`src/rtl/piezo_pkg.sv`:
```
// Shared constants and types for the piezo tone detector and tone generator.
package piezo_pkg;

   typedef logic [3:0] note_t;

   typedef enum logic [1:0] {IDLE, ARM, MEASURE, LOCKED} state_t;

   localparam note_t NOTE_NONE = 4'd0;

   // Nominal half-periods in clk cycles, index 1 = C4 .. 8 = C5.
   localparam logic [8:1][10:0] NOM_HALF = {
      11'd479, 11'd507, 11'd569, 11'd639, 11'd717, 11'd759, 11'd852, 11'd957
   };

   // Segments a..g,dp in bits 7..0; index 0 is the "none" digit.
   localparam logic [8:0][7:0] FND_DIGIT = {
      8'b11111110, 8'b11100000, 8'b10111110, 8'b10110110, 8'b01100110,
      8'b11110010, 8'b11011010, 8'b01100000, 8'b11111100
   };

   function automatic note_t classify(input logic [10:0] m, input int tol);
      note_t r = NOTE_NONE;
      for (int k = 1; k <= 8; k++) begin
         int d = int'(m) - int'(NOM_HALF[k]);
         if (r == NOTE_NONE && d <= tol && d >= -tol) r = note_t'(k);
      end
      return r;
   endfunction

   function automatic logic [7:0] onehot_of(input note_t n);
      logic [7:0] s = '0;
      if (n >= 4'd1 && n <= 4'd8) s = 8'h80 >> (n - 4'd1);
      return s;
   endfunction

   function automatic logic [7:0] fnd_of(input note_t n);
      if (n > 4'd8) return FND_DIGIT[0];
      return FND_DIGIT[n];
   endfunction

endpackage

```
`src/rtl/piezo_tone_detect_if.sv`:
```
// Tone input and note outputs of the piezo tone detector.
interface piezo_tone_detect_if;
   logic       tone_in;
   logic [3:0] note;
   logic       note_valid;
   logic [7:0] note_sw;
   logic [7:0] FND_out;

   modport master (output tone_in, input note, note_valid, note_sw, FND_out);
   modport slave  (input tone_in, output note, note_valid, note_sw, FND_out);
endinterface

```
`src/rtl/tone_sync_edge.sv`:
```
// Two-flop synchroniser plus history flop; emits a registered one-cycle edge pulse.
module tone_sync_edge (
   input  logic clk,
   input  logic rst_n,
   input  logic din,
   output logic edge_o
);
   logic s1_q, s2_q, hist_q, edge_q;
   logic s1_d, s2_d, hist_d, edge_d;

   always_comb begin
      s1_d   = din;
      s2_d   = s1_q;
      hist_d = s2_q;
      edge_d = s2_q ^ hist_q;
   end

   always_ff @(posedge clk or negedge rst_n) begin
      if (!rst_n) begin
         s1_q   <= 1'b0;
         s2_q   <= 1'b0;
         hist_q <= 1'b0;
         edge_q <= 1'b0;
      end else begin
         s1_q   <= s1_d;
         s2_q   <= s2_d;
         hist_q <= hist_d;
         edge_q <= edge_d;
      end
   end

   assign edge_o = edge_q;
endmodule

```
`src/rtl/piezo_tone_detect.sv`:
```
// Measures tone_in half-periods and locks onto one of eight notes.
// TONE_DET_CONFIRM_EN: require CONFIRM matching half-periods before locking.
module piezo_tone_detect
   import piezo_pkg::*;
#(
   parameter int TOL     = 8,
   parameter int TIMEOUT = 2047,
   parameter int CONFIRM = 2
) (
   input logic               clk,
   input logic               rst_n,
   piezo_tone_detect_if.slave io
);
`ifdef TONE_DET_CONFIRM_EN
   localparam int NEED = CONFIRM;
`else
   localparam int NEED = 1 + 0 * CONFIRM;
`endif
   localparam logic [3:0]  NEED_W = 4'(NEED);
   localparam logic [10:0] TMO    = 11'(TIMEOUT);

   logic        edge_pulse;
   logic [10:0] cnt_q, cnt_d;
   state_t      state_q, state_d;
   note_t       cand_q, cand_d, note_q, note_d, hit;
   logic [3:0]  mcnt_q, mcnt_d;
   logic        vld_q, vld_d;
   logic [7:0]  sw_q, sw_d, fnd_q, fnd_d;

   tone_sync_edge u_sync (.clk(clk), .rst_n(rst_n), .din(io.tone_in), .edge_o(edge_pulse));

   always_comb begin
      cnt_d   = cnt_q;
      state_d = state_q;
      cand_d  = cand_q;
      mcnt_d  = mcnt_q;
      note_d  = note_q;
      hit     = classify(cnt_q, TOL);

      if (edge_pulse)          cnt_d = 11'd1;
      else if (cnt_q != TMO)   cnt_d = cnt_q + 11'd1;

      // An edge wins over saturation; a saturated M never matches a note.
      if (edge_pulse) begin
         if (state_q == IDLE) begin
            state_d = ARM;
            cand_d  = NOTE_NONE;
            mcnt_d  = 4'd0;
            note_d  = NOTE_NONE;
         end else if (hit == NOTE_NONE) begin
            state_d = MEASURE;
            cand_d  = NOTE_NONE;
            mcnt_d  = 4'd0;
            note_d  = NOTE_NONE;
         end else if (!(state_q == LOCKED && hit == note_q)) begin
            cand_d = hit;
            mcnt_d = (hit != cand_q) ? 4'd1 : (mcnt_q == 4'hf) ? mcnt_q : mcnt_q + 4'd1;
            if (mcnt_d >= NEED_W) begin
               state_d = LOCKED;
               note_d  = hit;
            end else begin
               state_d = MEASURE;
               note_d  = NOTE_NONE;
            end
         end
      end else if (cnt_d == TMO) begin
         state_d = IDLE;
         cand_d  = NOTE_NONE;
         mcnt_d  = 4'd0;
         note_d  = NOTE_NONE;
      end

      vld_d = (note_d != NOTE_NONE);
      sw_d  = onehot_of(note_d);
      fnd_d = fnd_of(note_d);
   end

   always_ff @(posedge clk or negedge rst_n) begin
      if (!rst_n) begin
         state_q <= IDLE;
         cnt_q   <= '0;
         cand_q  <= NOTE_NONE;
         mcnt_q  <= '0;
         note_q  <= NOTE_NONE;
         vld_q   <= 1'b0;
         sw_q    <= '0;
         fnd_q   <= FND_DIGIT[0];
      end else begin
         state_q <= state_d;
         cnt_q   <= cnt_d;
         cand_q  <= cand_d;
         mcnt_q  <= mcnt_d;
         note_q  <= note_d;
         vld_q   <= vld_d;
         sw_q    <= sw_d;
         fnd_q   <= fnd_d;
      end
   end

   assign io.note       = note_q;
   assign io.note_valid = vld_q;
   assign io.note_sw    = sw_q;
   assign io.FND_out    = fnd_q;
endmodule
```
`src/flat_wrapper.sv`:
```
// flat-port wrapper written by rule: the top's interface ports become plain ports
module piezo_tone_detect_flat import piezo_pkg::*;
#(
   parameter int TOL     = 8,
   parameter int TIMEOUT = 2047,
   parameter int CONFIRM = 2
)
  (clk, rst_n, io_tone_in, io_note, io_note_valid, io_note_sw, io_FND_out);
  piezo_tone_detect_if io_i ();
  input logic clk;
  input logic rst_n;
  input wire logic [$bits(io_i.tone_in)-1:0] io_tone_in;
  output wire logic [$bits(io_i.note)-1:0] io_note;
  output wire logic [$bits(io_i.note_valid)-1:0] io_note_valid;
  output wire logic [$bits(io_i.note_sw)-1:0] io_note_sw;
  output wire logic [$bits(io_i.FND_out)-1:0] io_FND_out;
  assign io_i.tone_in = io_tone_in;
  assign io_note = io_i.note;
  assign io_note_valid = io_i.note_valid;
  assign io_note_sw = io_i.note_sw;
  assign io_FND_out = io_i.FND_out;
  piezo_tone_detect #(.TOL(TOL), .TIMEOUT(TIMEOUT), .CONFIRM(CONFIRM)) u_core (.clk(clk), .rst_n(rst_n), .io(io_i));
endmodule
```
`config.mk`:
```
export PLATFORM = sky130hd
export DESIGN_NAME = piezo_tone_detect_flat
export DESIGN_NICKNAME = d
export VERILOG_FILES = /design/src/rtl/piezo_pkg.sv /design/src/rtl/piezo_tone_detect_if.sv /design/src/rtl/tone_sync_edge.sv /design/src/rtl/piezo_tone_detect.sv /design/src/flat_wrapper.sv
export SDC_FILE = /design/constraint.sdc
export NUM_CORES = 1
export LEC_CHECK = 0
export ABC_CLOCK_PERIOD_IN_PS = 4830
export BUFFER_PORTS_ARGS = -buffer_cell sky130_fd_sc_hd__buf_2
export CAP_MARGIN = 20
export CORE_UTILIZATION = 50
export DETAILED_ROUTE_END_ITERATION = 12
export PLACE_DENSITY = 0.7
export SLEW_MARGIN = 25
export SYNTH_ARGS = -nofsm -noshare
export SYNTH_HDL_FRONTEND = slang
export SYNTH_SLANG_ARGS = --single-unit
```
`constraint.sdc`:
```
create_clock -name clk -period 4.83 [get_ports clk]
set_input_delay 0.2415 -clock clk [delete_from_list [all_inputs] [get_ports clk]]
set_output_delay 0.2415 -clock clk [all_outputs]
set_load 0.01 [all_outputs]
```
# After elaboration in Yosys (flattened, before gate mapping)
# Memories as Yosys holds them, arrays and structs flattened.
# Index checks and enable logic that the tools add are counted.
dict set report op_classes {
  bitwise_logic 1
  mux 38
  n_shift 1
  eq_ne 7
  n_addsub 11
  magnitude_cmp 21
  n_reduce_logical 29
}
# cell n
set op_table {}
lappend op_table {{32-bit by 4-bit greater-or-equal comparator with 1-bit output (second input constant)} 8}
lappend op_table {{32-bit by 5-bit less-or-equal comparator with 1-bit output (second input constant)} 8}
lappend op_table {{4-bit 2-to-1 mux} 24}
lappend op_table {{11-bit by 10-bit subtractor with 12-bit output (second input constant)} 6}
lappend op_table {{4-bit zero test} 8}
lappend op_table {{8-bit 2-to-1 mux} 4}
lappend op_table {{11-bit by 9-bit subtractor with 12-bit output (second input constant)} 2}
lappend op_table {{11-bit 2-to-1 mux} 2}
lappend op_table {{1-bit logical AND} 17}
lappend op_table {{11-bit by 1-bit adder with 11-bit output (second input constant)} 1}
lappend op_table {{11-bit equality test (second input constant)} 1}
lappend op_table {{11-bit != test (second input constant)} 1}
lappend op_table {{2-bit 2-to-1 mux} 5}
lappend op_table {{4-bit by 1-bit greater-or-equal comparator with 1-bit output (second input constant)} 2}
lappend op_table {{8-bit by 4-bit right shift with 8-bit output (first input constant)} 1}
lappend op_table {{4-bit by 5-bit less-than comparator with 1-bit output (second input constant)} 1}
lappend op_table {{4-bit by 1-bit adder with 4-bit output (second input constant)} 1}
lappend op_table {{4-bit equality test} 1}
lappend op_table {{4-bit equality test (second input constant)} 1}
lappend op_table {{4-bit greater-than comparator (second input constant)} 1}
lappend op_table {{4-bit less-or-equal comparator (second input constant)} 1}
lappend op_table {{4-bit by 2-bit != test with 1-bit output (second input constant)} 1}
lappend op_table {{4-bit != test} 1}
lappend op_table {{4-bit nonzero test} 1}
lappend op_table {{7 further kinds} 9}
dict set report word_totals {
  inputBits 3
  wordCells 121
  reg_bits 46
  mem_count 1
  output_inout_bits 21
  romBits 128
}
# name depth word_bits read_ports rd_ports_with_merged_regs wr line
set memory_table {}
lappend memory_table {{(no name shown)} 16 8 1 0 0 piezo_pkg.sv:38} ;# return FND_DIGIT[n];

# Longest topological paths before layout
dict set report logic_depth {
  ltp_word 43
  depth_mapped 20
  depth_no_buf 18
}

# Cells and area by module
# From an unflattened synthesis, not the netlist that was laid out.
dict set report unflattened {
  cells_unflattened 524
  hier_area_um2 4383.0
}
# mod area_per_inst_um2 cells_per_inst n_inst seq_area_each_um2
set modules_own_cells {}
lappend modules_own_cells {piezo_tone_detect 4274.1 519 1 1033.5}
lappend modules_own_cells {tone_sync_edge 108.9 5 1 100.1}

# Worst setup path before layout
# Ideal clock, no wire load.
dict set report synth_timing {
  path_type {reg-to-reg}
  start {register u_core.cnt_q[0]}
  end {register u_core.sw_q[2] (netlist: u_core.io.note_sw[2])}
  setup_ps 120
  required_ps 4710
  path_buffers 3
  path_stages_with_launch 19
  path_slack_ps 108
  synth_period_minus_slack_ps 4722
  arrival_ps 4602
  cell_sequence {dfrtp_1 -> buf_2 -> buf_4 -> inv_1 -> ha_1 -> and3b_1 -> o21ai_1 -> o221ai_1 -> and4b_1 -> a31o_2 -> or4_1 -> a211oi_1 -> o211ai_1 -> o21ai_0 -> clkbuf_1 -> a22oi_1 -> ha_1 -> ha_1 -> and3b_1}
}
dict set report synth_between {
  elab_chain_cells 43
  elab_cells_between_ends 77
  cone_classes {add/sub (10); order compare (19); eq/ne (4); shift (1); mux (18); reduce/logical (25)}
}
# item line
set synth_rtl {}
lappend synth_rtl {{start: declaration} piezo_tone_detect.sv:23} ;# logic [10:0] cnt_q, cnt_d;
lappend synth_rtl {{start signal: assignment} piezo_tone_detect.sv:90} ;# cnt_q <= cnt_d;
lappend synth_rtl {{11-bit by 10-bit subtractor with 12-bit output} piezo_pkg.sv:24} ;# int d = int'(m) - int'(NOM_HALF[k]);
lappend synth_rtl {{32-bit by 5-bit less-or-equal comparator with 1-bit output or 32-bit by 4-bit greater-or-equal comparator with 1-bit output (tied branches)} piezo_pkg.sv:25} ;# if (r == NOTE_NONE && d <= tol && d >= -tol) r = note_t'(k);
lappend synth_rtl {{1-bit logical AND} piezo_pkg.sv:25}
lappend synth_rtl {{1-bit 2-to-1 mux} piezo_pkg.sv:25}
lappend synth_rtl {{4-bit zero test} piezo_pkg.sv:25}
lappend synth_rtl {{1-bit logical AND (2 in a row)} piezo_pkg.sv:25}
lappend synth_rtl {{4-bit 2-to-1 mux} piezo_pkg.sv:25}
lappend synth_rtl {{4-bit zero test} piezo_pkg.sv:25}
lappend synth_rtl {{[... 27 more ...]} -}
lappend synth_rtl {{4-bit 2-to-1 mux} piezo_tone_detect.sv:55} ;# end else if (!(state_q == LOCKED && hit == note_q)) begin
lappend synth_rtl {{4-bit 2-to-1 mux} piezo_tone_detect.sv:50} ;# end else if (hit == NOTE_NONE) begin
lappend synth_rtl {{4-bit 2-to-1 mux} piezo_tone_detect.sv:45} ;# if (state_q == IDLE) begin
lappend synth_rtl {{4-bit 2-to-1 mux (*)} piezo_tone_detect.sv:44} ;# if (edge_pulse) begin
lappend synth_rtl {{4-bit by 1-bit subtractor with 4-bit output (tied with other cells)} piezo_pkg.sv:32} ;# if (n >= 4'd1 && n <= 4'd8) s = 8'h80 >> (n - 4'd1);
lappend synth_rtl {{8-bit by 4-bit right shift with 8-bit output or 1-bit logical AND (tied branches)} piezo_pkg.sv:32}
lappend synth_rtl {{8-bit 2-to-1 mux (*)} piezo_pkg.sv:32}
lappend synth_rtl {{via u_core.sw_d[2]} piezo_tone_detect.sv:28} ;# logic [7:0] sw_q, sw_d, fnd_q, fnd_d;
lappend synth_rtl {{end signal: assignment} piezo_tone_detect.sv:95} ;# sw_q <= sw_d;
lappend synth_rtl {{end: declaration} piezo_tone_detect.sv:28}
# The timed path passes the listed nets; every way through them passes the cells marked *.
# A chain may end at the register's enable or synchronous reset.

# Worst setup path in the final report
dict set report layout_timing {
  start {register u_core.cnt_q[0]}
  end {register u_core.sw_q[5] (netlist: u_core.io.note_sw[5])}
}
dict set report layout_between {
  elab_chain_cells 43
  elab_cells_between_ends 77
  cone_classes {add/sub (10); order compare (19); eq/ne (4); shift (1); mux (18); reduce/logical (25)}
}
# item line
set layout_rtl {}
lappend layout_rtl {{11-bit by 10-bit subtractor with 12-bit output} piezo_pkg.sv:24}
lappend layout_rtl {{32-bit by 5-bit less-or-equal comparator with 1-bit output or 32-bit by 4-bit greater-or-equal comparator with 1-bit output (tied branches)} piezo_pkg.sv:25}
lappend layout_rtl {{1-bit logical AND} piezo_pkg.sv:25}
lappend layout_rtl {{1-bit 2-to-1 mux} piezo_pkg.sv:25}
lappend layout_rtl {{4-bit zero test} piezo_pkg.sv:25}
lappend layout_rtl {{1-bit logical AND (2 in a row)} piezo_pkg.sv:25}
lappend layout_rtl {{4-bit 2-to-1 mux} piezo_pkg.sv:25}
lappend layout_rtl {{4-bit zero test} piezo_pkg.sv:25}
lappend layout_rtl {{[... 28 more ...]} -}
lappend layout_rtl {{4-bit 2-to-1 mux} piezo_tone_detect.sv:50}
lappend layout_rtl {{4-bit 2-to-1 mux} piezo_tone_detect.sv:45}
lappend layout_rtl {{4-bit 2-to-1 mux (*)} piezo_tone_detect.sv:44}
lappend layout_rtl {{via u_core.note_d[1]} piezo_tone_detect.sv:25} ;# note_t cand_q, cand_d, note_q, note_d, hit;
lappend layout_rtl {{4-bit by 1-bit subtractor with 4-bit output (tied with other cells)} piezo_pkg.sv:32}
lappend layout_rtl {{8-bit by 4-bit right shift with 8-bit output or 1-bit logical AND (tied branches)} piezo_pkg.sv:32}
lappend layout_rtl {{8-bit 2-to-1 mux (*)} piezo_pkg.sv:32}
lappend layout_rtl {{via u_core.sw_d[5]} piezo_tone_detect.sv:28}
# Marks and branches as above.

==> run_results.csv <==
group,metric,value,unit
sta,hold_ws,38.2,ps
grt,gr-total-overflow,0,
place,port_buffers,22,
drt,routedWlPerCell,19.7,um
drt,drtAntennaViolNets,0,
cells_and_area,fillers,729,
synthesis,yosysTopAreaCellShare,22.9,%
drt,first_iter_violations,388,
power_and_ir_drop,p_leak,1.90,nW
power_and_ir_drop,vdd_drop_max,0.191,mV
grt,antenna_found_initial,0,
clock_network,h-tree-depth,2,
synthesis,yosysMostFrequentCell,"nor2_1",
synthesis,synth_flop_cell,"dfrtp_1",
drt,via_count,4268,
synthesis,syn_nets,535,
synthesis,synthTopCellsByCount,"nor2_1, dfrtp_1, nand2_1",
drt,drc,0,
floorplan,die_y,94.2,um
cells_and_area,multi_input_area,0.00288,mm2
grt,grt_pass1_vias,4051,
job,cap_violations,0,
grt,grt.total_usage,30.2,%
setup_path,end_kind,"register",
synthesis,yosysWarnings,0,
place,gp_congestion,1.12,
sta,finalSetupTns,0,ps
cells_and_area,antennaDiodeCount,0,
synthesis,synth_top_cell_by_area,"dfrtp_1",
drt,first_pass_iters,6,
floorplan,ios,24,
sta,relSlewSlack,59.5,%
clock_network,cts_tree,"yes",
setup_path,critical_path_class,"reg -> reg",
floorplan,fp.coreArea,0.00822,mm2
place,hpwl,9500,um
cells_and_area,syn_to_final_growth,11.3,%
sta,worst_pin_slew,600,ps
synthesis,seq_area_frac_synth,26.7,%
clock_network,clk_pin_slew_worst_paths,90,ps
synthesis,synth_area_leaders,"dfrtp_1, xnor2_1, ha_1",
floorplan,start_util,51.8,%
drt,avgViaCountPerCell,6.51,
drt,drt_wl_total,12900,um
sta,min_period,4710,ps
cells_and_area,regArea,0.00113,mm2
setup_path,critPathMaxFanout,7,
grt,grt_max_degree,46,
clock_network,cts_buffer_depth,2,
cells_and_area,layout.nets,569,
grt,grt_pass1_wl,20700,um
setup_path,start_kind,"register",
synthesis,ys_ff_latch,45,
clock_network,cts_inserted_buffers,5,
synthesis,avgSynthCellArea,8.24,um2
clock_network,clk_latency,300,ps
synthesis,synth_area,0.00425,mm2
setup_path,cp_data_required_time,5000,ps
synthesis,synthArstFlopShare,100,%
clock_network,cts.sinks,45,
cells_and_area,drive_gt1_share,21.8,%
clock_network,cts_root_buffer,"clkbuf_8",
synthesis,synth_cell_type_count,86,
sta,clock_skew,17.1,ps
synthesis,synthCells,516,
power_and_ir_drop,power_density,205,mW/mm2
sta,drv_slew,0,
worst_hold_path,min_path_type,"in -> reg",
sta,timing.fmax,212,MHz
sta,setup_viol_count_final,0,
floorplan,die_x,94.2,um
floorplan,die-area,0.00888,mm2
sta,period_share,97.6,%
run_status,status,"finished clean",
floorplan,rows,33,
sta,finalHoldViolations,0,
synthesis,synth_edf_count,0,
cells_and_area,post-route-util,57.6,%
setup_path,arrival,4890,ps
clock_network,cts_setup_buffers,0,
==> what timing repair did <==
action | 4_1_cts | 5_1_grt
resized for setup | 0 | 15
endpoints found under the hold margin | 0 | 33
setup endpoints to repair | 0 | 13
hold buffers | 0 | 1
==> cells by family (layout without fill, tap and decap cells) <==
| kind of cell | after synthesis | after routing | synth area share (%) |
|---|---|---|---|
| xor gates and xnor gates | 34 | 34 | 7.00 |
| other | 1 | 1 | 0.0882 |
| DFF | 45 | 45 | 26.7 |
| buffers and inverters | 59 | 94 | 7.50 |
| adders and majority gates | 16 | 16 | 4.71 |
| muxes | 8 | 8 | 1.94 |
| and+or+nand+nor | 193 | 193 | 24.9 |
| AOI/OAI and AO/OA | 160 | 160 | 27.2 |
==> state kept, by name, indices dropped and copies added, names as in the netlist <==
register              count
u_core.u_sync.hist_d      1
u_core.u_sync.edge_o      1
u_core.io.FND_out         7
u_core.io.note_valid      1
u_core.u_sync.hist_q      1
u_core.state_q            2
u_core.mcnt_q             4
u_core.cnt_q             11
u_core.u_sync.s1_q        1
u_core.cand_q             4
u_core.io.note            4
u_core.io.note_sw         8
==> critical path: stages (launching register included) <==
cell       delay, ps
dfrtp_1          430
inv_1            130
ha_1             420
nor2b_1          300
a211oi_1         110
a2bb2oi_2        180
or4b_4           510
o32ai_4          200
nor4_1           140
or4_4            470
a2111oi_4        420
nor3_2           110
a22o_1           230
inv_1            100
ha_1             210
inv_1             80
o22ai_1          210
a2bb2oi_2        130
and3_1           210
==> power breakdown <==
group | internal (W) | leakage (nW) | total (W) | switching (W)
logic | 0.000114 | 1.27 | 0.000312 | 0.000198
registers | 0.000394 | 0.589 | 0.000424 | 0.0000300
clock network | 0.000102 | 0.0374 | 0.000236 | 0.000134
==> through the flow <==
| stage | cells | power (W) | cell area [um2] | setup WS, ps |
|---|---|---|---|---|
| 5_1_grt | 656 | 0.00102 | 4730 | -44.6 |
| 6_report | 656 | 0.000972 | 4730 | 118 |
| 3_3_place_gp | 647 | 0.000709 | 4560 | 142 |
| 3_5_place_dp | 647 | 0.000714 | 4560 | 77.6 |
| 2_1_floorplan | 516 | 0.000637 | 4250 | 108 |
| 4_1_cts | 655 | 0.000951 | 4640 | 5.54 |
==> metal layers <==
| layer | wire [um] | global-route usage [%] |
|---|---|---|
| met5 | 0 | 0 |
| met4 | 405 | 12.3 |
| met3 | 1040 | 4.77 |
| met2 | 5910 | 46.2 |
| met1 | 5550 | 42.1 |
==> final timing paths <==
path / startpoint / end / slack [ps] / cells after the start
max reg2reg: u_core.cnt_q[0] / u_core.io.note_sw[5] / 120 / 18
min reg2reg: u_core.u_sync.s1_q / u_core.u_sync.hist_d / 360 / 0
max in group asynchronous: rst_n / u_core.cnt_q[10] / 3930 / 2
max: u_core.cnt_q[0] / u_core.io.note_sw[5] / 120 / 18
min in group asynchronous: rst_n / u_core.mcnt_q[1] / 480 / 2
min: io_tone_in / u_core.u_sync.s1_q / 40 / 1
==> placed cells by master (no fill, tap or decap), types with 5 or more instances in the layout <==
cell type  synthesis  final
mux2i_1            6      6
buf_4              7     39
clkbuf_8           0      5
ha_1              16     13
dfstp_2            6      6
a21oi_1           33     33
o21ai_0           28     27
nor4_1            12     11
a31oi_1           13     13
nand2_1           34     34
nor3_1            16     15
o31ai_1            6      6
inv_1             20     20
dfrtp_1           39     39
and2_1             7      7
nand2b_1           6      6
a211oi_1           7      6
and3_1            11     11
nor2_1            46     46
nand3_1           17     17
nor2b_1           10      9
o211ai_1           5      5
buf_2             13     21
o32ai_1            6      6
o22ai_1            5      5
xnor2_1           31     31
==> cell type report <==
cell class,count,area share [%]
Timing Repair Buffer,61,8.62
Clock buffer,6,1.53
Sequential cell,45,23.9
Multi-Input combinational cell,412,60.8
Clock inverter,2,0.317
Inverter,25,2.04
Tap cell,105,2.78
Note: power is estimated with default switching activity, not from simulation.
